$ cat config.mk
export PLATFORM = sky130hd
export DESIGN_NAME = sd_bus_arb
export DESIGN_NICKNAME = d
export VERILOG_FILES = /design/src/rtl/sd_pkg.sv /design/src/rtl/sd_wdog.sv /design/src/rtl/sd_bus_arb.sv
export SDC_FILE = /design/constraint.sdc
export NUM_CORES = 1
export LEC_CHECK = 0
export ABC_AREA = 1
export CAP_MARGIN = 40
export CELL_PAD_IN_SITES_DETAIL_PLACEMENT = 0
export CELL_PAD_IN_SITES_GLOBAL_PLACEMENT = 2
export CORE_MARGIN = 5
export CORE_UTILIZATION = 29
export DETAILED_ROUTE_END_ITERATION = 10
export GPL_TIMING_DRIVEN = 0
export PLACE_DENSITY = 0.78
export RECOVER_POWER = 50
export SYNTH_ARGS = -nofsm -noshare
export SYNTH_HDL_FRONTEND = slang
export SYNTH_SLANG_ARGS = --single-unit
$ cat constraint.sdc
create_clock -name SD_CLK -period 1.84 [get_ports SD_CLK]
set_input_delay 0.276 -clock SD_CLK [delete_from_list [all_inputs] [get_ports SD_CLK]]
set_output_delay 0.276 -clock SD_CLK [all_outputs]
set_load 0.05 [all_outputs]
$ cat src/rtl/sd_pkg.sv
// Shared definitions for the SD SPI engines and the bus arbiter:
// arbiter state encoding, requester indices and SD command numbers.
package sd_pkg;

    typedef enum logic [1:0] {
        S_IDLE  = 2'd0,
        S_GRANT = 2'd1,
        S_GAP   = 2'd2
    } arb_state_t;

    localparam int N_REQ    = 3;
    localparam int REQ_INIT = 0;
    localparam int REQ_RD   = 1;
    localparam int REQ_WR   = 2;

    // Width of the shared watchdog / gap counter.
    localparam int WDOG_W = 10;

    localparam logic [5:0] CMD0  = 6'd0;
    localparam logic [5:0] CMD17 = 6'd17;
    localparam logic [5:0] CMD24 = 6'd24;

    function automatic logic [N_REQ-1:0] req_onehot(input int idx);
        logic [N_REQ-1:0] r;
        r      = '0;
        r[idx] = 1'b1;
        return r;
    endfunction

endpackage

$ cat src/rtl/sd_wdog.sv
// Shared up-counter for the grant watchdog and the inter-grant gap.
// Clears on load, counts while enabled, flags when it equals the limit.
module sd_wdog
    import sd_pkg::*;
#(
    parameter int W = WDOG_W
) (
    input  logic         SD_CLK,
    input  logic         rst_n,
    input  logic         load,
    input  logic         en,
    input  logic [W-1:0] limit,
    output logic         tc
);

    logic [W-1:0] cnt;

    always_ff @(negedge SD_CLK or negedge rst_n) begin
        if (!rst_n) begin
            cnt <= '0;
        end else if (load) begin
            cnt <= '0;
        end else if (en) begin
            cnt <= cnt + 1'b1;
        end
    end

    assign tc = (cnt == limit);

endmodule

$ cat src/rtl/sd_bus_arb.sv
// Arbiter for the shared SD SPI bus between the init, read and write
// engines. All state advances on the falling (drive) edge of SD_CLK.
//
// state   | meaning
// S_IDLE  | bus free, arbitrate among eligible requesters
// S_GRANT | one requester owns SD_CS/SD_DATAIN, watchdog running
// S_GAP   | bus forced idle between grants
module sd_bus_arb
    import sd_pkg::*;
#(
    parameter int GAP_CYCLES = 8,
    parameter int TIMEOUT    = 1023
) (
    input  logic       SD_CLK,
    input  logic       rst_n,
    input  logic       init_req,
    input  logic       init_cs,
    input  logic       init_din,
    input  logic       init_done,
    input  logic       rd_req,
    input  logic       rd_cs,
    input  logic       rd_din,
    input  logic       wr_req,
    input  logic       wr_cs,
    input  logic       wr_din,
    output logic [2:0] gnt,
    output logic       SD_CS,
    output logic       SD_DATAIN,
    output logic       busy,
    output logic       timeout_err
);

    // The idle arbitration cycle is the last of the GAP_CYCLES bus-idle
    // cycles, so the GAP state itself lasts one cycle less.
    localparam int GAP_LEN = GAP_CYCLES - 1;
    localparam logic [WDOG_W-1:0] GRANT_LIM = WDOG_W'(TIMEOUT - 1);
    localparam logic [WDOG_W-1:0] GAP_LIM   = WDOG_W'((GAP_LEN > 1) ? GAP_LEN - 1 : 0);

    arb_state_t        state_q, state_d;
    logic [N_REQ-1:0]  gnt_q, gnt_d;
    logic [N_REQ-1:0]  mask_q, mask_d;
    logic              rr_wr_q, rr_wr_d;
    logic              tmo_q, tmo_d;

    logic [N_REQ-1:0]  req_v, cs_v, din_v, elig, pick;
    logic              held, done_lost;
    logic              wd_load, wd_en, wd_tc;
    logic [WDOG_W-1:0] wd_limit;

    assign req_v = {wr_req, rd_req, init_req};
    assign cs_v  = {wr_cs,  rd_cs,  init_cs};
    assign din_v = {wr_din, rd_din, init_din};

    // Read and write may only use the card once it is initialised.
    assign elig = req_v & ~mask_q & {init_done, init_done, 1'b1};

    always_ff @(negedge SD_CLK or negedge rst_n) begin
        if (!rst_n) begin
            state_q <= S_IDLE;
            gnt_q   <= '0;
            mask_q  <= '0;
            rr_wr_q <= 1'b0;
            tmo_q   <= 1'b0;
        end else begin
            state_q <= state_d;
            gnt_q   <= gnt_d;
            mask_q  <= mask_d;
            rr_wr_q <= rr_wr_d;
            tmo_q   <= tmo_d;
        end
    end

    always_comb begin
        state_d   = state_q;
        gnt_d     = gnt_q;
        rr_wr_d   = rr_wr_q;
        tmo_d     = 1'b0;
        pick      = '0;
        held      = |(gnt_q & req_v);
        done_lost = ~init_done & (gnt_q[REQ_RD] | gnt_q[REQ_WR]);
        // A watchdog mask stays until its requester is seen low once.
        mask_d    = mask_q & req_v;

        case (state_q)
            S_IDLE: begin
                if (elig[REQ_INIT]) begin
                    pick = req_onehot(REQ_INIT);
                end else if (elig[REQ_RD] && elig[REQ_WR]) begin
                    pick = rr_wr_q ? req_onehot(REQ_WR) : req_onehot(REQ_RD);
                end else if (elig[REQ_RD]) begin
                    pick = req_onehot(REQ_RD);
                end else if (elig[REQ_WR]) begin
                    pick = req_onehot(REQ_WR);
                end
                if (pick != '0) begin
                    state_d = S_GRANT;
                    gnt_d   = pick;
                    if (!pick[REQ_INIT]) begin
                        rr_wr_d = ~rr_wr_q;
                    end
                end
            end
            S_GRANT: begin
                if (!held || done_lost || wd_tc) begin
                    gnt_d   = '0;
                    state_d = (GAP_LEN > 0) ? S_GAP : S_IDLE;
                    if (held && !done_lost) begin
                        tmo_d  = 1'b1;
                        mask_d = mask_d | gnt_q;
                    end
                end
            end
            S_GAP: begin
                if (wd_tc) begin
                    state_d = S_IDLE;
                end
            end
            default: begin
                state_d = S_IDLE;
                gnt_d   = '0;
            end
        endcase

        wd_load  = (state_d != state_q);
        wd_en    = (state_q != S_IDLE);
        wd_limit = (state_q == S_GRANT) ? GRANT_LIM : GAP_LIM;
    end

    sd_wdog #(
        .W(WDOG_W)
    ) u_wdog (
        .SD_CLK(SD_CLK),
        .rst_n (rst_n),
        .load  (wd_load),
        .en    (wd_en),
        .limit (wd_limit),
        .tc    (wd_tc)
    );

    // gnt is non-zero only in S_GRANT, so the bus idles high elsewhere.
    assign SD_CS       = (gnt_q == '0) ? 1'b1 : |(gnt_q & cs_v);
    assign SD_DATAIN   = (gnt_q == '0) ? 1'b1 : |(gnt_q & din_v);
    assign gnt         = gnt_q;
    assign busy        = (state_q != S_IDLE);
    assign timeout_err = tmo_q;

endmodule

==> flow_summary.ini, run 1 <==
[status]
outcome = finished, violations left
violations = setup timing

[clock_network]
cts_made_buffers = 3
holdBufCountCts = 0
cts_tree = done
root_buffer = clkbuf_8
cts_buffer_depth = 2
path_clk_slew_ns = 0.05
insertion_delay_ns = 0.27
cts_sinks = 20
ctsHtreeMaxLevel = 1

[floorplan]
die_h_um = 71.58
die_x_um = 71.58
fp.coreArea_mm2 = 0.003661
start_util_pct = 30.04
die_area_mm2 = 0.005124
ios = 19
rows = 22

[route]
drt-initial-drc-count = 27
postRouteAntennaNets = 0
wl_met1_um = 1209
first_pass_iters = 4
drt-total-wl_um = 2798
num_vias = 1048
drc_errors = 0
topRoutingLayerUsed = met4
wl_met2_um = 1449
routed_via_density = 4.460
wl_met3_um = 63
wl_per_cell_um = 11.91

[logic_synthesis]
synth_xor_area_share_pct = 4.778
syn_area_per_cell_um2 = 7.745
ys_seq_area_share_pct = 45.51
synth_mux_area_share_pct = 0
synth_cell_types = 22
synthAdderAreaFrac_pct = 2.275
synth_compound_area_share_pct = 5.461
synth-simple-area-share_pct = 36.18
synth_top_family_by_area = simple AND/OR/NAND/NOR gates
synthCells = 142
yosys_warnings = 0
ys_ff_latch = 20
netlist_area_mm2 = 0.001100
syn-num-nets = 156

[power]
power.internal_w = 0.001255
p_per_area_mw_per_mm2 = 1327
combPwrFrac_pct = 60.8
power_frac_clock_pct = 12.6
swShare_pct = 45.26
peakVddDrop_v = 0.0003979
power.switching_w = 0.001038
power.share.sequential_pct = 26.6
power.leakage_nw = 0.8224

[sta]
slew_headroom_pct = 64.83
fin_ws_ns = -0.5518
hold_viol = 0
fin_tns_setup_ns = -5.012
setup_viol = 21
rsz0062_at_grt = yes
clock_skew_ns = 0.004656
maxSlewViolCount = 0
worst_pin_slew_ns = 0.5258

[final_layout]
num_antenna_cells = 0
final_cell_mix = 30 x nand2_1, 20 x dfrtn_1, 20 x buf_4, 17 x nor2_1, 13 x inv_1
final_nets = 203
final_common_cell = nand2_1
layout-drive-gt1-share_pct = 35.83
areaGrowthSynthToFinish_pct = 57.11
fin_cells = 235
post-route-cell-area_mm2 = 0.001728

[critical_path]
cp-start-kind = flop
regToRegSetupSlack_ns = 0.05
worstRegToRegCells = 9
reg2reg_to = u_wdog.cnt[5]
crit_fanout = 5
end_kind = output port
path_class = reg2out
worstPathRequired_ns = 1.56
r2r_start = gnt[2]
worstPathArrival_ns = 2.12

[placement]
dp_slack_ns = -0.9435
dpl.hpwl_um = 2061
gp_congestion = 0.7817
placed_area_mm2 = 0.001385
io_buffers = 18
numPlacedInstances = 209

[grt]
gr-total-overflow = 0
grt_max_degree = 12
grt_pass1_vias = 1125
antenna_found_initial = 0
grt_first_pass_wirelength_um = 4905
grt_util_all_layers_pct = 12.16

[worst_hold_path]
hold-path-endpoint = mask_q[2]
hold_start = mask_q[2]
hold_path.class = reg2reg
holdPathStages = 2

[flow_run]
cap_violations = 0
power groups by stage:
stage               registers [W]  logic (W)  clock network [W]
floorplan                0.000677   0.000560                  0
global placement         0.000626   0.000903                  0
detailed placement       0.000629   0.000905                  0
CTS                      0.000612    0.00127           0.000302
global route             0.000625    0.00149           0.000322
finish                   0.000610    0.00139           0.000289
cell usage after synthesis:
cell type / number / area [um^2]
nand2_1: 37 / 138.9
nor2_1: 24 / 90.09
dfrtn_1: 20 / 500.5
inv_1: 16 / 60.06
nand3_1: 9 / 45.04
o21ai_0: 6 / 30.03
xor2_1: 5 / 43.79
nand4_1: 4 / 25.02
nor3_2: 3 / 30.03
ha_1: 2 / 25.02
nand2_2: 2 / 12.51
nand3b_1: 2 / 15.01
nor2_2: 2 / 12.51
o21ai_1: 2 / 10.01
a21oi_1: 1 / 5.000
and3_4: 1 / 11.26
inv_2: 1 / 3.750
nand2_4: 1 / 11.26
o21bai_1: 1 / 7.510
o31ai_1: 1 / 7.510
or2_1: 1 / 6.260
xnor2_1: 1 / 8.760
kinds of logic after synthesis:
| logic type | after synthesis |
|---|---|
| fa+ha+maj | 2 |
| buf+inv | 17 |
| simple gates | 86 |
| flops | 20 |
| compound gates | 11 |
| xor+xnor | 6 |
sequential cells by signal (all words and copies together) (netlist names):
name         cells
gnt              3
mask_q           3
rr_wr_q          1
state_q          2
timeout_err      1
u_wdog.cnt      10
through the flow:
step / power, W / hold WS, ns / util, %
final: 0.002292 / 0.4210 / 47.20
after global routing: 0.002442 / 0.4587 / 47.20
after CTS: 0.002187 / 0.4237 / 44.81
after detailed placement: 0.001535 / 0.4213 / 37.83
after global placement: 0.001529 / 0.4180 / 37.42
after floorplan: 0.001237 / 0.3999 / -
worst max path at each step:
stage | start | slack (ns) | cells past startpoint | to
global placement | gnt[1] | -0.93 | 4 | SD_DATAIN
floorplan | gnt[1] | -0.78 | 3 | SD_CS
finish | gnt[0] | -0.55 | 4 | SD_DATAIN
detailed placement | gnt[1] | -0.94 | 4 | SD_DATAIN
global route | gnt[0] | -0.63 | 4 | SD_CS
CTS | gnt[2] | -0.57 | 4 | SD_DATAIN
layer usage:
metal	vias to the layer above	GRT usage, %
met5	-	0
met3	8	2.525
li1	538	-
met1	489	14.26
met4	0	5.637
met2	13	21.12
final cells by class:
cell class                 instances  area (um^2)
fill                             347         1933
multi-input combinational        105        648.1
sequential                        20        500.5
timing repair buffer              42        404.1
inverter                          17        73.82
tap                               48        60.06
clock buffer                       3        41.29
worst max-delay path: stages, from the launching register on:
cell,delay [ns]
dfrtn_1,0.51
inv_2,0.06
nand2_2,0.08
nand4_1,0.10
buf_6,0.17
what timing repair did:
action,in CTS,in global routing
gates resized for setup,90,15
pin swaps,15,6
endpoints found under the setup margin,27,19
setup buffers,16,7
Power figures use the tool's default switching activity.
==> run 2, diff against run 1 <==
--- a/config.mk
+++ b/config.mk
@@ -12,4 +12,5 @@
 export CORE_MARGIN = 5
 export CORE_UTILIZATION = 29
+export CTS_CLUSTER_SIZE = 40
 export DETAILED_ROUTE_END_ITERATION = 10
 export GPL_TIMING_DRIVEN = 0
==> constraint.sdc (replaced) <==
create_clock -name SD_CLK -period 1.84 [get_ports SD_CLK]
set_input_delay 0.368 -clock SD_CLK [delete_from_list [all_inputs] [get_ports SD_CLK]]
set_output_delay 0.368 -clock SD_CLK [all_outputs]
set_load 0.05 [all_outputs]
==> flow_summary.ini, run 2 (synthesis results as in run 1) <==
[route]
drt-initial-drc-count = 35
first_pass_iters = 4
wl_per_cell_um = 12.38
postRouteAntennaNets = 0
num_vias = 1075
routed_via_density = 4.574
drt-total-wl_um = 2909
drc_errors = 0

[sta]
fin_tns_setup_ns = -5.509
maxSlewViolCount = 0
fin_ws_ns = -0.6628
worst_pin_slew_ns = 0.2715
slew_headroom_pct = 81.85
hold_viol = 0
setup_viol = 21
rsz0062_at_grt = yes
clock_skew_ns = 0.002192

[critical_path]
crit_fanout = 4
reg2reg_to = u_wdog.cnt[2]
worstPathRequired_ns = 1.47
crit_buf_inv = 2
r2r_start = state_q[1]
crit_chain = buf_12 > nand2_1 > nand4_1 > buf_6
regToRegSetupSlack_ns = 0.06
end_kind = output port
cp_slowest_cell = dfrtn_1
crit_family = flip-flops
path_class = reg2out
worstPathArrival_ns = 2.13
worstRegToRegCells = 10
slowest_delay_ns = 0.50
cp-start-kind = flop

[clock_network]
cts_tree = done
ctsHtreeMaxLevel = 1
insertion_delay_ns = 0.27
path_clk_slew_ns = 0.05
cts_sinks = 20
cts_made_buffers = 3
cts_buffer_depth = 2
root_buffer = clkbuf_8

[floorplan]
start_util_pct = 30.04
fp.coreArea_mm2 = 0.003661
die_h_um = 71.58
die_x_um = 71.58
ios = 19
die_area_mm2 = 0.005124
rows = 22

[final_layout]
post-route-cell-area_mm2 = 0.001767
final_nets = 203
layout-drive-gt1-share_pct = 40.11
largest_register_ffs = 10
num_antenna_cells = 0
final_cell_mix = 27 x nand2_1, 20 x dfrtn_1, 20 x buf_4, 15 x nor2_1, 14 x inv_1
areaGrowthSynthToFinish_pct = 60.64
regMostFlops = u_wdog.cnt
fin_cells = 235
final_common_cell = nand2_1

[grt]
grt_first_pass_wirelength_um = 4933
grt_pass1_vias = 1128
grt_util_all_layers_pct = 12.04
gr-total-overflow = 0
antenna_found_initial = 0
grt_max_degree = 17

[placement]
dpl.hpwl_um = 1980
io_buffers = 18
gp_congestion = 0.7409
numPlacedInstances = 209
placed_area_mm2 = 0.001400
dp_slack_ns = -1.066

[flow_run]
cap_violations = 0

[worst_hold_path]
hold_path.class = reg2reg
hold_start = mask_q[2]
holdPathStages = 2
hold-path-endpoint = mask_q[2]

[power]
peakVddDrop_v = 0.001031
power.leakage_nw = 0.8343
finalPower_w = 0.002333
p_per_area_mw_per_mm2 = 1321

[status]
outcome = finished, violations left
violations = setup timing
==> run 2: tightest hold or removal path: stages (launching register included) <==
cell	delay [ns]
dfrtn_1	0.41
nand2_1	0.05
nand2_1	0.05
==> run 2: final cells by class <==
| class | instances | area [um^2] |
|---|---|---|
| multi-input combinational | 105 | 674.4 |
| inverter | 17 | 73.82 |
| timing repair buffer | 42 | 416.7 |
| fill | 349 | 1894 |
| clock buffer | 3 | 41.29 |
| tap | 48 | 60.06 |
| sequential | 20 | 500.5 |
==> run 2: metrics by stage <==
stage / utilization [%] / hold slack (ns)
final: 48.26 / 0.4258
after global routing: 48.26 / 0.4475
after detailed placement: 38.24 / 0.4173
after floorplan: - / 0.3999
after global placement: 37.49 / 0.4239
after CTS: 44.22 / 0.4258
==> run 2: how the worst max path moves through the flow <==
stage,cells after the start,slack (ns),from,endpoint
after floorplan,3,-0.88,gnt[1],SD_CS
after global placement,4,-1.08,gnt[2],SD_CS
after detailed placement,4,-1.07,gnt[1],SD_CS
after CTS,4,-0.70,gnt[2],SD_CS
after global routing,4,-0.72,gnt[2],SD_CS
final,4,-0.66,gnt[1],SD_CS
==> run 2: repair_timing <==
action	CTS	global route
gates cloned	0	0
hold buffers	0	0
buffers inserted	17	9
endpoints found under the setup margin	27	24
pin swaps	12	20
resized for setup	79	32
==> run 2: layer usage <==
metal	up-vias	global-route usage [%]	routed length, um
li1	544	-	-
met1	510	16.23	1365
met2	19	19.08	1442
met3	2	1.823	89
met4	0	5.219	12
met5	-	0	0
==> run 2: report_power, final <==
part | switching (W) | leakage, nW | internal [W]
logic | 0.000846 | 0.542 | 0.000605
registers | 0.0000803 | 0.271 | 0.000518
clock network | 0.000138 | 0.0216 | 0.000146
==> run 3, diff against run 2 <==
Settings changed: CORE_ASPECT_RATIO from default to 0.5.
==> flow_summary.ini, run 3 (synthesis results as in run 1) <==
[status]
outcome = finished, violations left
violations = setup timing

[grt]
grt_first_pass_wirelength_um = 5064
grt_max_degree = 14
grt_pass1_vias = 1114
gr-total-overflow = 0
antenna_found_initial = 0
grt_util_all_layers_pct = 12.38

[worst_hold_path]
hold_path.class = reg2reg

[floorplan]
die_x_um = 97.09
die_area_mm2 = 0.005199
rows = 15
die_h_um = 53.55
start_util_pct = 31.01
fp.coreArea_mm2 = 0.003547
ios = 19

[critical_path]
slowest_delay_ns = 0.50
path_class = reg2out
worstPathRequired_ns = 1.47
crit_chain = nor2_2 > nand2_2 > nand4_1 > buf_6
end_kind = output port
crit_fanout = 5
worstPathArrival_ns = 2.10
cp_slowest_cell = dfrtn_1
cp-start-kind = flop

[placement]
dpl.hpwl_um = 1968
io_buffers = 18
numPlacedInstances = 212
gp_congestion = 0.7007
dp_slack_ns = -1.053

[clock_network]
cts_tree = done
cts_buffer_depth = 2
path_clk_slew_ns = 0.06
ctsHtreeMaxLevel = 1
insertion_delay_ns = 0.28
cts_sinks = 20
cts_made_buffers = 3
holdBufCountCts = 0
root_buffer = clkbuf_8

[sta]
fin_tns_setup_ns = -5.297
clock_skew_ns = 0.005055
setup_viol = 22
slew_headroom_pct = 72.99
fin_ws_ns = -0.6314
worst_pin_slew_ns = 0.4039
hold_viol = 0
rsz0062_at_grt = yes
maxSlewViolCount = 0

[route]
wl_met3_um = 122
first_pass_iters = 3
wl_per_cell_um = 11.83
drt-initial-drc-count = 37
postRouteAntennaNets = 0
drc_errors = 0
num_vias = 1051
wl_met2_um = 1358
topRoutingLayerUsed = met4
drt-total-wl_um = 2791
wl_met1_um = 1284
routed_via_density = 4.453

[power]
peakVddDrop_v = 0.0008254
p_per_area_mw_per_mm2 = 1359
power.leakage_nw = 0.8170

[final_layout]
final_nets = 200
final_cell_mix = 28 x nand2_1, 20 x dfrtn_1, 16 x buf_4, 15 x nor2_1, 13 x inv_1
fillers = 349
final_common_cell = nand2_1
areaGrowthSynthToFinish_pct = 58.36
largest_register_ffs = 10
regMostFlops = u_wdog.cnt
num_antenna_cells = 0
fin_cells = 236
layout-drive-gt1-share_pct = 38.38

[flow_run]
cap_violations = 0
==> run 3: changes by cell type in the layout (fill, tap and decap cells not counted), sizes merged <==
cell,before,now
buf,34,31
clkbuf,4,5
==> run 3: worst max-delay path: cells and delay by family (launching register included) <==
kind	cells	cell delay, ns
flops	1	0.50
simple gates	3	0.23
buf+inv	1	0.17
==> run 3: power by group <==
part	switching (W)	internal, W
clock	0.000160	0.000191
sequential	0.0000832	0.000518
combinational	0.000827	0.000589
total	0.00107	0.00130
==> run 3: metrics by stage <==
| step | cell area, um^2 | util, % | hold WS (ns) | total power, W |
|---|---|---|---|---|
| after detailed placement | 1391 | 39.22 | 0.4217 | 0.001543 |
| after CTS | 1657 | 46.70 | 0.4231 | 0.002245 |
| after floorplan | 1132 | - | 0.3999 | 0.001240 |
| final | 1742 | 49.10 | 0.4207 | 0.002368 |
| after global placement | 1376 | 38.80 | 0.4223 | 0.001538 |
| after global routing | 1742 | 49.10 | 0.4630 | 0.002540 |
==> run 3: path summary, 6_finish.rpt <==
path                       startpoint             to  slack, ns  cells past startpoint
max                            gnt[2]      SD_DATAIN      -0.63                      4
min                         mask_q[2]      mask_q[2]       0.42                      2
max reg2reg                state_q[1]  u_wdog.cnt[9]       0.07                     10
min reg2reg                 mask_q[2]      mask_q[2]       0.42                      2
max in group asynchronous       rst_n  u_wdog.cnt[7]       0.05                      2
min in group asynchronous       rst_n         gnt[1]       1.26                      1
==> run 3: area by class of cell <==
type                            count  area, um^2  share of cell area [%]
Tap cell                           51       63.81                   3.664
Multi-Input combinational cell    105       653.1                   37.50
Timing Repair Buffer               39       395.4                   22.70
Inverter                           17       73.82                   4.239
Sequential cell                    20       500.5                   28.74
Clock buffer                        4       55.05                   3.161
==> run 3: routing by layer <==
layer  global-route usage (%)  vias up
met5                        0        -
met4                    2.797        0
met3                    3.622        4
met2                    22.60       25
met1                    14.89      486
li1                         -      536
==> run 3: repair_timing <==
action	CTS	global route
endpoints found under the setup margin	27	23
gates resized for setup	95	14
setup buffers	14	6
pin swaps	18	14
